<file path="config.mk">
export PLATFORM = sky130hd
export DESIGN_NAME = return_stack
export DESIGN_NICKNAME = d
export VERILOG_FILES = /design/src/rtl/return_stack_pkg.sv /design/src/rtl/stack_mem.sv /design/src/rtl/return_stack.sv
export SDC_FILE = /design/constraint.sdc
export NUM_CORES = 1
export LEC_CHECK = 0
export CELL_PAD_IN_SITES_DETAIL_PLACEMENT = 0
export CELL_PAD_IN_SITES_GLOBAL_PLACEMENT = 1
export CORE_MARGIN = 10
export CORE_UTILIZATION = 51
export DETAILED_ROUTE_END_ITERATION = 12
export GPL_ROUTABILITY_DRIVEN = 0
export PLACE_DENSITY_LB_ADDON = 0.1
export RECOVER_POWER = 25
export SYNTH_ARGS = -nofsm -noshare
export SYNTH_HDL_FRONTEND = slang
export SYNTH_SLANG_ARGS = --single-unit
</file>
<file path="constraint.sdc">
create_clock -name clk -period 6.5 [get_ports clk]
set_clock_uncertainty 0.2 [all_clocks]
set_input_delay 0.65 -clock clk [delete_from_list [all_inputs] [get_ports clk]]
set_output_delay 0.65 -clock clk [all_outputs]
set_load 0.03 [all_outputs]
</file>
<file path="src/rtl/return_stack_pkg.sv">
// Shared definitions for the return stack: CPU word width, default depth and operation decode.
package return_stack_pkg;

  localparam int unsigned WORD_WIDTH    = 16;
  localparam int unsigned DEFAULT_DEPTH = 8;

  typedef enum logic [2:0] {
    OP_IDLE,
    OP_PUSH,
    OP_POP,
    OP_SWAP,
    OP_BYPASS,
    OP_UNDER,
    OP_OVER
  } rs_op_e;

endpackage

</file>
<file path="src/rtl/stack_mem.sv">
// DEPTH x WIDTH register array: one synchronous write port, one combinational read port.
module stack_mem #(
  parameter int unsigned WIDTH = 16,
  parameter int unsigned DEPTH = 8
) (
  input  logic                     i_clk,
  input  logic                     i_we,
  input  logic [$clog2(DEPTH)-1:0] i_waddr,
  input  logic [WIDTH-1:0]         i_wdata,
  input  logic [$clog2(DEPTH)-1:0] i_raddr,
  output logic [WIDTH-1:0]         o_rdata
);

  logic [WIDTH-1:0] r_mem [DEPTH];

  // Contents are never reset; they are only observable through a non-empty stack.
  always_ff @(posedge i_clk) begin
    if (i_we) begin
      r_mem[i_waddr] <= i_wdata;
    end
  end

  assign o_rdata = r_mem[i_raddr];

endmodule

</file>
<file path="src/rtl/return_stack.sv">
// Circular-buffer return stack feeding the PC load port.
// Optional macro RETURN_STACK_WRAP_EN: a push when full overwrites the oldest entry.
module return_stack
  import return_stack_pkg::*;
#(
  parameter int unsigned WIDTH = WORD_WIDTH,
  parameter int unsigned DEPTH = DEFAULT_DEPTH
) (
  input  logic                       clk,
  input  logic                       reset,
  input  logic                       push,
  input  logic [WIDTH-1:0]           push_data,
  input  logic                       pop,
  output logic [WIDTH-1:0]           out_addr,
  output logic                       out_load,
  output logic [WIDTH-1:0]           top,
  output logic [$clog2(DEPTH+1)-1:0] count,
  output logic                       empty,
  output logic                       full,
  output logic                       overflow,
  output logic                       underflow
);

  localparam int unsigned PW = $clog2(DEPTH);
  localparam int unsigned CW = $clog2(DEPTH + 1);

  logic [PW-1:0]    r_ptr;
  logic [CW-1:0]    r_count;
  logic [WIDTH-1:0] r_out_addr;
  logic             r_out_load;
  logic             r_overflow;
  logic             r_underflow;

  logic             w_empty;
  logic             w_full;
  logic [PW-1:0]    w_top_idx;
  logic [WIDTH-1:0] w_rd_data;
  logic             w_we;
  logic [PW-1:0]    w_waddr;
  rs_op_e           w_op;

  // r_ptr is the next free slot; the top entry sits one below it.
  assign w_top_idx = r_ptr - PW'(1);
  assign w_empty   = (r_count == CW'(0));
  assign w_full    = (r_count == CW'(DEPTH));

  always_comb begin
    w_op = OP_IDLE;
    if (push && pop) begin
      w_op = w_empty ? OP_BYPASS : OP_SWAP;
    end else if (pop) begin
      w_op = w_empty ? OP_UNDER : OP_POP;
    end else if (push) begin
      w_op = w_full ? OP_OVER : OP_PUSH;
    end
  end

  // Write port: a swap replaces the top in place, a wrapping push lands on the oldest slot.
  always_comb begin
    w_we    = 1'b0;
    w_waddr = r_ptr;
    case (w_op)
      OP_PUSH: w_we = 1'b1;
      OP_SWAP: begin
        w_we    = 1'b1;
        w_waddr = w_top_idx;
      end
`ifdef RETURN_STACK_WRAP_EN
      OP_OVER: w_we = 1'b1;
`endif
      default: w_we = 1'b0;
    endcase
    if (reset) begin
      w_we = 1'b0;
    end
  end

  always_ff @(posedge clk) begin
    if (reset) begin
      r_ptr       <= '0;
      r_count     <= '0;
      r_out_addr  <= '0;
      r_out_load  <= 1'b0;
      r_overflow  <= 1'b0;
      r_underflow <= 1'b0;
    end else begin
      r_out_load <= 1'b0;
      case (w_op)
        OP_PUSH: begin
          r_ptr   <= r_ptr + PW'(1);
          r_count <= r_count + CW'(1);
        end
        OP_POP: begin
          r_out_addr <= w_rd_data;
          r_out_load <= 1'b1;
          r_ptr      <= w_top_idx;
          r_count    <= r_count - CW'(1);
        end
        OP_SWAP: begin
          r_out_addr <= w_rd_data;
          r_out_load <= 1'b1;
        end
        OP_BYPASS: begin
          r_out_addr <= push_data;
          r_out_load <= 1'b1;
        end
        OP_UNDER: r_underflow <= 1'b1;
        OP_OVER: begin
          r_overflow <= 1'b1;
`ifdef RETURN_STACK_WRAP_EN
          r_ptr      <= r_ptr + PW'(1);
`endif
        end
        default: r_out_load <= 1'b0;
      endcase
    end
  end

  stack_mem #(
    .WIDTH (WIDTH),
    .DEPTH (DEPTH)
  ) u_mem (
    .i_clk   (clk),
    .i_we    (w_we),
    .i_waddr (w_waddr),
    .i_wdata (push_data),
    .i_raddr (w_top_idx),
    .o_rdata (w_rd_data)
  );

  assign out_addr  = r_out_addr;
  assign out_load  = r_out_load;
  assign top       = w_empty ? '0 : w_rd_data;
  assign count     = r_count;
  assign empty     = w_empty;
  assign full      = w_full;
  assign overflow  = r_overflow;
  assign underflow = r_underflow;

endmodule
</file>
**Yosys cells after proc, flatten, opt, wreduce, memory -nomap -nowiden**

Memory sizes are Yosys's and may differ from the RTL's.
Index checks and enable logic that the tools add are counted.

- Add/subtract/negate cells: 4
- Eq/ne operators: 7
- Muxes and demuxes: 16
- Reduce and logical (&&, ||, !) cells: 7

Operators by type and width:

| cell | number |
|---|---|
| $pmux W16 S2 | 1 |
| $mux W3 | 7 |
| $mux W16 | 1 |
| $eq A3 B3 Y1 const B | 3 |
| $pmux W4 S2 | 1 |
| $eq A3 B2 Y1 const B | 2 |
| $pmux W3 S2 | 1 |
| $mux W1 | 5 |
| $add A4 B1 Y4 const B | 1 |
| $eq A4 B4 Y1 const B | 1 |
| $logic_not A4 Y1 | 1 |
| $reduce_bool A2 Y1 | 2 |
| $reduce_or A2 Y1 | 2 |
| $sub A4 B1 Y4 const B | 1 |
| $add A3 B1 Y3 const B | 1 |
| $eq A3 B1 Y1 const B | 1 |
| $reduce_or A3 Y1 | 1 |
| $sub A3 B1 Y3 const B | 1 |
| $logic_and A1 B1 Y1 | 1 |

- Register bits after elaboration: 26
- RAM bits: 128
- Input bits: 20
- Output and inout port bits: 41
- Memories kept: 1

Memory list:

| name | words | width | rd ports | clocked after memory_dff | wr ports | RTL line | RTL |
|---|---|---|---|---|---|---|---|
| u_mem.r_mem | 8 | 16 | 1 | 0 | 1 | stack_mem.sv:14 | `logic [WIDTH-1:0] r_mem [DEPTH];` |

**Longest topological paths before layout**

Gate-level depths: netlist (run 1).

- Depth after elaboration: 11
- Mapped depth: 10
- Depth with buffers taken out: 7

**Cells and area by module**

From an unflattened synthesis (run 1), not the netlist that was laid out.

- Cell total of the unflattened synthesis: 378
- Area, all modules: 6486.2 sq um

Modules (own cells, without submodules):

| module | times used | cells an instance | area an instance (sq um) | sequential area each (sq um) |
|---|---|---|---|---|
| stack_mem | 1 | 198 | 4973.5 | 3843.7 |
| return_stack | 1 | 180 | 1512.7 | 520.5 |

**Worst setup path after synthesis (run 1)**

No wires, ideal clock.

- Path type: register to register
- From: register r_ptr[0]
- To: memory u_mem.r_mem[0][0] (enable)
- Setup time: 0.388 ns
- Data arrival time: 2.933 ns
- Data required time: 5.912 ns
- Setup slack: 2.979 ns
- Stages on the path, launching flop included: 11
- Clock period less this slack: 3.521 ns
- Cells stage by stage: dfxtp_1 > clkbuf_1 > clkinv_1 > clkbuf_1 > ha_1 > buf_2 > buf_1 > nand2_1 > nor4b_1 > nor3_1 > nor2_1

- Longest elaborated chain between the ends: 2

RTL lines:

| item | RTL line | RTL |
|---|---|---|
| start, declared | return_stack.sv:27 | `logic [PW-1:0] r_ptr;` |
| start signal, assigned | return_stack.sv:90 | `r_ptr <= r_ptr + PW'(1);` |
| start signal, assigned | return_stack.sv:96 | `r_ptr <= w_top_idx;` |
| $sub A3 B1 Y3 | return_stack.sv:43 | `assign w_top_idx = r_ptr - PW'(1);` |
| $mux W3 (*) | return_stack.sv:62 | `case (w_op)` |
| end, declared | stack_mem.sv:14 |  |

Mark *: on every way between the ends. The rest lies on a longest branch, timed or not.

**Worst setup path after layout (run 1)**

- From: register r_ptr[1]
- To: output top[7]

- Longest elaborated chain between the ends: 3

RTL lines:

| item | RTL line | RTL |
|---|---|---|
| $sub A3 B1 Y3 | return_stack.sv:43 |  |
| $mem_v2 Z8 W16 | - |  |
| $mux W16 | return_stack.sv:133 | `assign top = w_empty ? '0 : w_rd_data;` |
| end, declared | return_stack.sv:16 | `output logic [WIDTH-1:0] top,` |

No other way between the ends.

==> results of run 1 <==
==> layout make-up <==
type,count,area share
clock inverter,10,0.00904
clock buffer,21,0.0584
timing repair buffer,75,0.0904
tap,172,0.0273
multi-input combinational,277,0.251
sequential,154,0.553
inverter,22,0.0106
==> power groups by stage <==
stage	combinational, mW	sequential [mW]	clock [mW]
after global placement	0.690	1.15	0
after CTS	0.701	1.13	0.893
final	0.689	1.13	0.880
after global routing	0.743	1.14	0.938
after floorplan	0.433	1.19	0
after detailed placement	0.698	1.15	0
==> cells by family (layout without fill, tap and decap cells) <==
kind of cell | after synthesis | in the layout | share of synthesized area
and+or+nand+nor | 169 | 169 | 0.131
DFF | 154 | 154 | 0.663
muxes | 66 | 66 | 0.101
buffers and inverters | 57 | 128 | 0.0412
AOI/OAI and AO/OA | 35 | 35 | 0.0534
xor gates and xnor gates | 4 | 4 | 0.00532
adders and majority gates | 3 | 3 | 0.00570
==> how the worst max path moves through the flow <==
stage | endpoint | start | slack (ps) | cells past startpoint
6_report | top[7] | r_ptr[1]$_SDFFE_PP0P_ | 2100 | 8
5_1_grt | top[1] | r_ptr[1]$_SDFFE_PP0P_ | 1860 | 8
4_1_cts | top[7] | r_ptr[1]$_SDFFE_PP0P_ | 2040 | 8
3_5_place_dp | top[7] | r_ptr[1]$_SDFFE_PP0P_ | 2490 | 8
3_3_place_gp | top[7] | r_ptr[1]$_SDFFE_PP0P_ | 2620 | 8
2_1_floorplan | u_mem.r_mem[0][0]$_DFFE_PP_ | r_ptr[0]$_SDFFE_PP0P_ | 2980 | 10
==> registers in the layout (all words and copies together), names as in the netlist <==
name and count:
count 4, out_addr 16, out_load 1, overflow 1, r_ptr 3, u_mem.r_mem 128, underflow 1
==> per-layer routing <==
metal	part of all wire	GRT usage
met3	0.051	0.0470
met1	0.43	0.215
met2	0.50	0.280
met4	0.018	0.0641
met5	0	0
==> metrics by stage <==
step           setup WS [ps]  std cells  area, sq um
6_report                2100        731         7890
5_1_grt                 1860        731         7890
4_1_cts                 2040        731         7890
3_5_place_dp            2490        700         7350
3_3_place_gp            2620        700         7350
2_1_floorplan           2980        488         6590
==> critical path, stage by stage (launching register included) <==
cell and delay, ps:
dfxtp_1 390, inv_1 120, ha_4 740, buf_4 580
mux2i_1 170, nand3_1 120, nand4_1 160, nor2_1 140
clkdlybuf4s50_1 690
==> cells in the final DEF, fill, tap and decap left out, types with 2 or more instances in the layout <==
| cell type | Yosys | layout |
|---|---|---|
| edfxtp_1 | 128 | 128 |
| a311oi_1 | 4 | 4 |
| inv_1 | 20 | 20 |
| nor3_1 | 13 | 13 |
| nor4b_1 | 2 | 2 |
| a31oi_1 | 2 | 2 |
| nand2b_1 | 5 | 5 |
| dlygate4sd3_1 | 0 | 10 |
| clkbuf_16 | 0 | 17 |
| o221ai_2 | 10 | 10 |
| o221ai_1 | 6 | 6 |
| nor2_1 | 33 | 33 |
| clkdlybuf4s50_1 | 0 | 50 |
| o21bai_2 | 2 | 2 |
| clkinv_4 | 0 | 2 |
| mux2i_1 | 65 | 65 |
| or3_1 | 2 | 2 |
| clkinv_2 | 1 | 4 |
| clkbuf_1 | 18 | 2 |
| nand3_1 | 64 | 64 |
| clkinvlp_4 | 0 | 4 |
| dfxtp_1 | 26 | 26 |
| buf_4 | 2 | 15 |
| nand2_1 | 22 | 22 |
| clkbuf_8 | 0 | 2 |
| xnor2_1 | 3 | 2 |
| a21oi_1 | 3 | 3 |
| nand4_1 | 16 | 16 |
| ha_1 | 3 | 2 |
| nor4_1 | 6 | 6 |
==> impl_metrics.csv, run 1 <==
group,metric,value,unit
global_route,grt_overflow,0,
pwr,combPwrFrac,0.255,
clocking,hold_buffers,0,
detailed_routing,viasPerCell,5.72,
yosys,synth_nets,511,
yosys,syn_inst,488,
finish,diodes,0,
yosys,yosys-top-cells-area,"edfxtp_1 (58%), mux2i_1 (9.9%), dfxtp_1 (7.9%)",
pwr,power_switching,830,uW
job,drv_cap,0,
yosys,synth.top_cells.by_count,"edfxtp_1 (128), mux2i_1 (65), nand3_1 (64), nor2_1 (33), dfxtp_1 (26)",
timing,whs,279,ps
critical_path,r2r_cells,6,
floorplan,dieArea,0.0179,sq mm
floorplan,fp.dieW,134,um
timing,tns,0,ps
floorplan,ios,61,
timing,period_minus_slack,4400,ps
pwr,max-vdd-ir-drop,0.212,mV
detailed_routing,routedWlPerCell,20.3,um
timing,slew_violations,0,
pwr,p_sw_frac,0.307,
finish,multi_input_area,0.00198,sq mm
min_path,hold_depth,2,
floorplan,coreArea,0.0126,sq mm
yosys,avgSynthCellArea,13.5,sq um
clocking,ctsRootBufferMaster,"clkbuf_16",
critical_path,reg2reg_to,"u_mem.r_mem[7][9]$_DFFE_PP_",
detailed_routing,wirelength,14.8,mm
yosys,yosysMostFrequentCell,"edfxtp_1",
clocking,ctsHtreeMaxLevel,4,
yosys,syn-cell-area,0.00659,sq mm
floorplan,rows,41,
detailed_routing,drc,0,
floorplan,die_y,134,um
pwr,power_leakage,2.58,nW
min_path,min-delay-start,"overflow$_SDFFE_PP0N_",
pwr,internal-power,1.87,mW
timing,grt_setup_unrepaired,"false",
clocking,cts_tree,"built",
yosys,yosysSeqAreaShare,0.663,
timing,hold_violations,0,
floorplan,start_util,0.522,
status,outcome,"completed",
finish,layout-drive-gt1-share,0.118,
min_path,min_to,"overflow$_SDFFE_PP0N_",
pwr,power_frac_seq,0.419,
timing,finalCritPeriodShare,0.678,
yosys,synth_cell_types,44,
critical_path,critPathRequiredTime,5650,ps
clocking,cts.sinks,154,
min_path,hold_path_class,"reg2reg",
yosys,synth-seq-cells,154,
critical_path,crit_fanout,44,
critical_path,r2r_slack,3280,ps
detailed_routing,antenna_left,0,
clocking,clock_latency,420,ps
global_route,antenna_found_initial,0,
global_route,grt.total_usage,0.172,
timing,worstMarginPinSlew,1180,ps
finish,regArea,0.00436,sq mm
yosys,synth_top_area_cell,"edfxtp_1",
placed_design,hpwlAfterDp,8.77,mm
finish,layout-area-overhead-vs-synth,19.7,%
finish,postLayoutCoreUtil,0.625,
timing,relSlewSlack,0.216,
global_route,grt_max_degree,45,
pwr,p_clk_frac,0.326,
timing,finalSetupViolCount,0,
finish,fillers,1033,
finish,final_nets,570,
global_route,grt_pass1_vias,4193,
yosys,synthArstFlopShare,0,
clocking,cts_max_path_buffers,2,
detailed_routing,drtIter0Drc,330,
detailed_routing,drt_first_pass_iters,4,
yosys,synth_edf_count,128,
yosys,ys.warnings.count,0,
critical_path,worstPathArrival,3550,ps
critical_path,endpoint_kind,"output pin",
detailed_routing,vias,4179,
pwr,powerDensity,342,mW/mm^2
yosys,synthFlopType,"edfxtp_1",
timing,fmax,227,MHz
clocking,numCtsBuffers,17,
critical_path,r2r_start,"count[1]$_SDFFE_PP0P_",
yosys,yosysTopAreaCellShare,0.584,
placed_design,port_buffers,60,
critical_path,path_class,"reg2out",
pwr,power,2.70,mW
clocking,post_cts_resized,0,
clocking,cts_setup_buffers,0,
global_route,grt_pass1_wl,23.6,mm
clocking,clk_pin_slew,60,ps
critical_path,crit_path_start_kind,"register",
Note: power is estimated with default switching activity, not from simulation.
==> run 2: changes to the inputs <==
--- a/config.mk
+++ b/config.mk
@@ -8,7 +8,7 @@
 export CELL_PAD_IN_SITES_DETAIL_PLACEMENT = 0
 export CELL_PAD_IN_SITES_GLOBAL_PLACEMENT = 1
 export CORE_MARGIN = 10
-export CORE_UTILIZATION = 51
+export CORE_UTILIZATION = 43
 export DETAILED_ROUTE_END_ITERATION = 12
 export GPL_ROUTABILITY_DRIVEN = 0
 export PLACE_DENSITY_LB_ADDON = 0.1
==> constraint.sdc (replaced) <==
create_clock -name clk -period 3.95 [get_ports clk]
set_clock_uncertainty 0.2 [all_clocks]
set_input_delay 0.395 -clock clk [delete_from_list [all_inputs] [get_ports clk]]
set_output_delay 0.395 -clock clk [all_outputs]
set_load 0.03 [all_outputs]
==> impl_metrics.csv, run 2 (synthesized netlist as in run 1, its figures left out) <==
group,metric,value,unit
floorplan,coreArea,0.0151,sq mm
finish,largest-register,"u_mem.r_mem",
finish,layout_common_cells,"edfxtp_1 (128), mux2i_1 (65), nand3_1 (64)",
finish,final_nets,579,
detailed_routing,drt_first_pass_iters,5,
timing,slew_violations,0,
pwr,powerDensity,580,mW/mm^2
pwr,max-vdd-ir-drop,0.325,mV
clocking,ctsRootBufferMaster,"clkbuf_16",
global_route,antenna_found_initial,0,
detailed_routing,drtIter0Drc,293,
critical_path,endpoint_kind,"output pin",
critical_path,worst-path-buf-inv,3,
placed_design,port_buffers,60,
critical_path,r2r_start,"count[0]$_SDFFE_PP0P_",
detailed_routing,wirelength,15.6,mm
detailed_routing,drc,0,
clocking,hold_buffers,0,
clocking,cts_setup_buffers,0,
critical_path,crit_path_start_kind,"register",
finish,stdcell_count,757,
pwr,power_leakage,2.70,nW
status,outcome,"completed",
global_route,grt_pass1_vias,4277,
finish,layout-drive-gt1-share,0.158,
critical_path,r2r_slack,860,ps
critical_path,worstPathArrival,2770,ps
finish,mostFrequentLayoutCell,"edfxtp_1",
critical_path,reg2reg_to,"u_mem.r_mem[7][11]$_DFFE_PP_",
floorplan,start_util,0.436,
placed_design,hpwlAfterDp,9.99,mm
floorplan,rows,45,
timing,finalCritPeriodShare,0.851,
timing,finalSetupViolCount,0,
timing,period_minus_slack,3360,ps
detailed_routing,routedWlPerCell,20.6,um
floorplan,fp.dieW,144,um
finish,diodes,0,
critical_path,crit_fanout,20,
clocking,numCtsBuffers,17,
global_route,grt_max_degree,67,
critical_path,slowest_delay,740,ps
min_path,hold_depth,2,
timing,hold_violations,0,
global_route,grt_pass1_wl,24.6,mm
clocking,cts_max_path_buffers,2,
timing,fmax,298,MHz
detailed_routing,viasPerCell,5.47,
global_route,grt.total_usage,0.160,
clocking,clk_pin_slew,60,ps
critical_path,crit_path_cell_trace,"or4_4, clkinv_2, buf_4, clkdlybuf4s50_1",
floorplan,die_y,144,um
finish,largest_reg_flops,128,
clocking,cts_tree,"built",
min_path,min-delay-start,"underflow$_SDFFE_PP0N_",
detailed_routing,antenna_left,0,
timing,whs,278,ps
critical_path,cp_top_family,"buffers and inverters",
critical_path,r2r_cells,5,
clocking,clock_latency,420,ps
critical_path,critPathRequiredTime,3360,ps
global_route,grt_overflow,0,
clocking,post_cts_resized,0,
clocking,cts.sinks,154,
floorplan,ios,61,
timing,relSlewSlack,0.309,
timing,grt_setup_unrepaired,"false",
placed_design,placed_cells,725,
timing,worstMarginPinSlew,1030,ps
finish,layout-area-overhead-vs-synth,21.8,%
critical_path,cp_slowest_cell,"clkdlybuf4s50_1",
timing,tns,0,ps
critical_path,path_class,"reg2out",
job,drv_cap,0,
floorplan,dieArea,0.0207,sq mm
min_path,hold_path_class,"reg2reg",
clocking,ctsHtreeMaxLevel,4,
detailed_routing,vias,4138,
min_path,min_to,"underflow$_SDFFE_PP0N_",
run 2: changes by cell type in the layout (fill, tap and decap cells not counted), moves of 2 or more:
cell,change
bufinv_16,+3
dlygate4sd3_1,+2
clkdlybuf4s50_1,-18
buf_12,+2
buf_4,+23
clkinvlp_4,-3
clkinv_1,+3
run 2: tightest hold or removal path: stages (launching register included):
cell and delay [ps]:
dfxtp_1 330, a21oi_1 40, nor2_1 70
run 2: metrics by stage:
stage	area (sq um)	total power [mW]	util	setup WS, ps
CTS	8020	4.70	0.531	591
floorplan	6590	2.67	-	429
global route	8020	4.87	0.531	483
finish	8020	4.65	0.531	590
detailed placement	7430	3.06	0.492	542
global placement	7430	3.06	0.492	626
run 2: cell type report:
type | count | area, sq um
Multi-Input combinational cell | 277 | 1980
Fill cell | 1329 | 7070
Clock inverter | 13 | 150
Inverter | 22 | 83.8
Sequential cell | 154 | 4360
Timing Repair Buffer | 84 | 766
Tap cell | 188 | 235
Clock buffer | 19 | 443
run 2: worst max path at each step:
stage | slack, ps | to | cells past startpoint | from
finish | 590 | empty | 4 | count[0]$_SDFFE_PP0P_
global route | 480 | empty | 4 | count[0]$_SDFFE_PP0P_
CTS | 590 | empty | 4 | count[0]$_SDFFE_PP0P_
detailed placement | 540 | u_mem.r_mem[7][1]$_DFFE_PP_ | 6 | push
global placement | 630 | u_mem.r_mem[7][13]$_DFFE_PP_ | 6 | push
floorplan | 430 | u_mem.r_mem[0][0]$_DFFE_PP_ | 10 | r_ptr[0]$_SDFFE_PP0P_
run 2: power by group:
| group | internal (mW) | switching, mW |
|---|---|---|
| Sequential | 1.82 | 0.0348 |
| Combinational | 0.427 | 0.732 |
| Clock | 1.00 | 0.628 |
| Total | 3.26 | 1.39 |
run 2: layer usage:
metal | share of wire | routed length, um | global-route usage
met1 | 0.43 | 6760 | 0.193
met2 | 0.52 | 8120 | 0.274
met3 | 0.038 | 591 | 0.0406
met4 | 0.0090 | 140 | 0.0457
met5 | 0 | 0 | 0
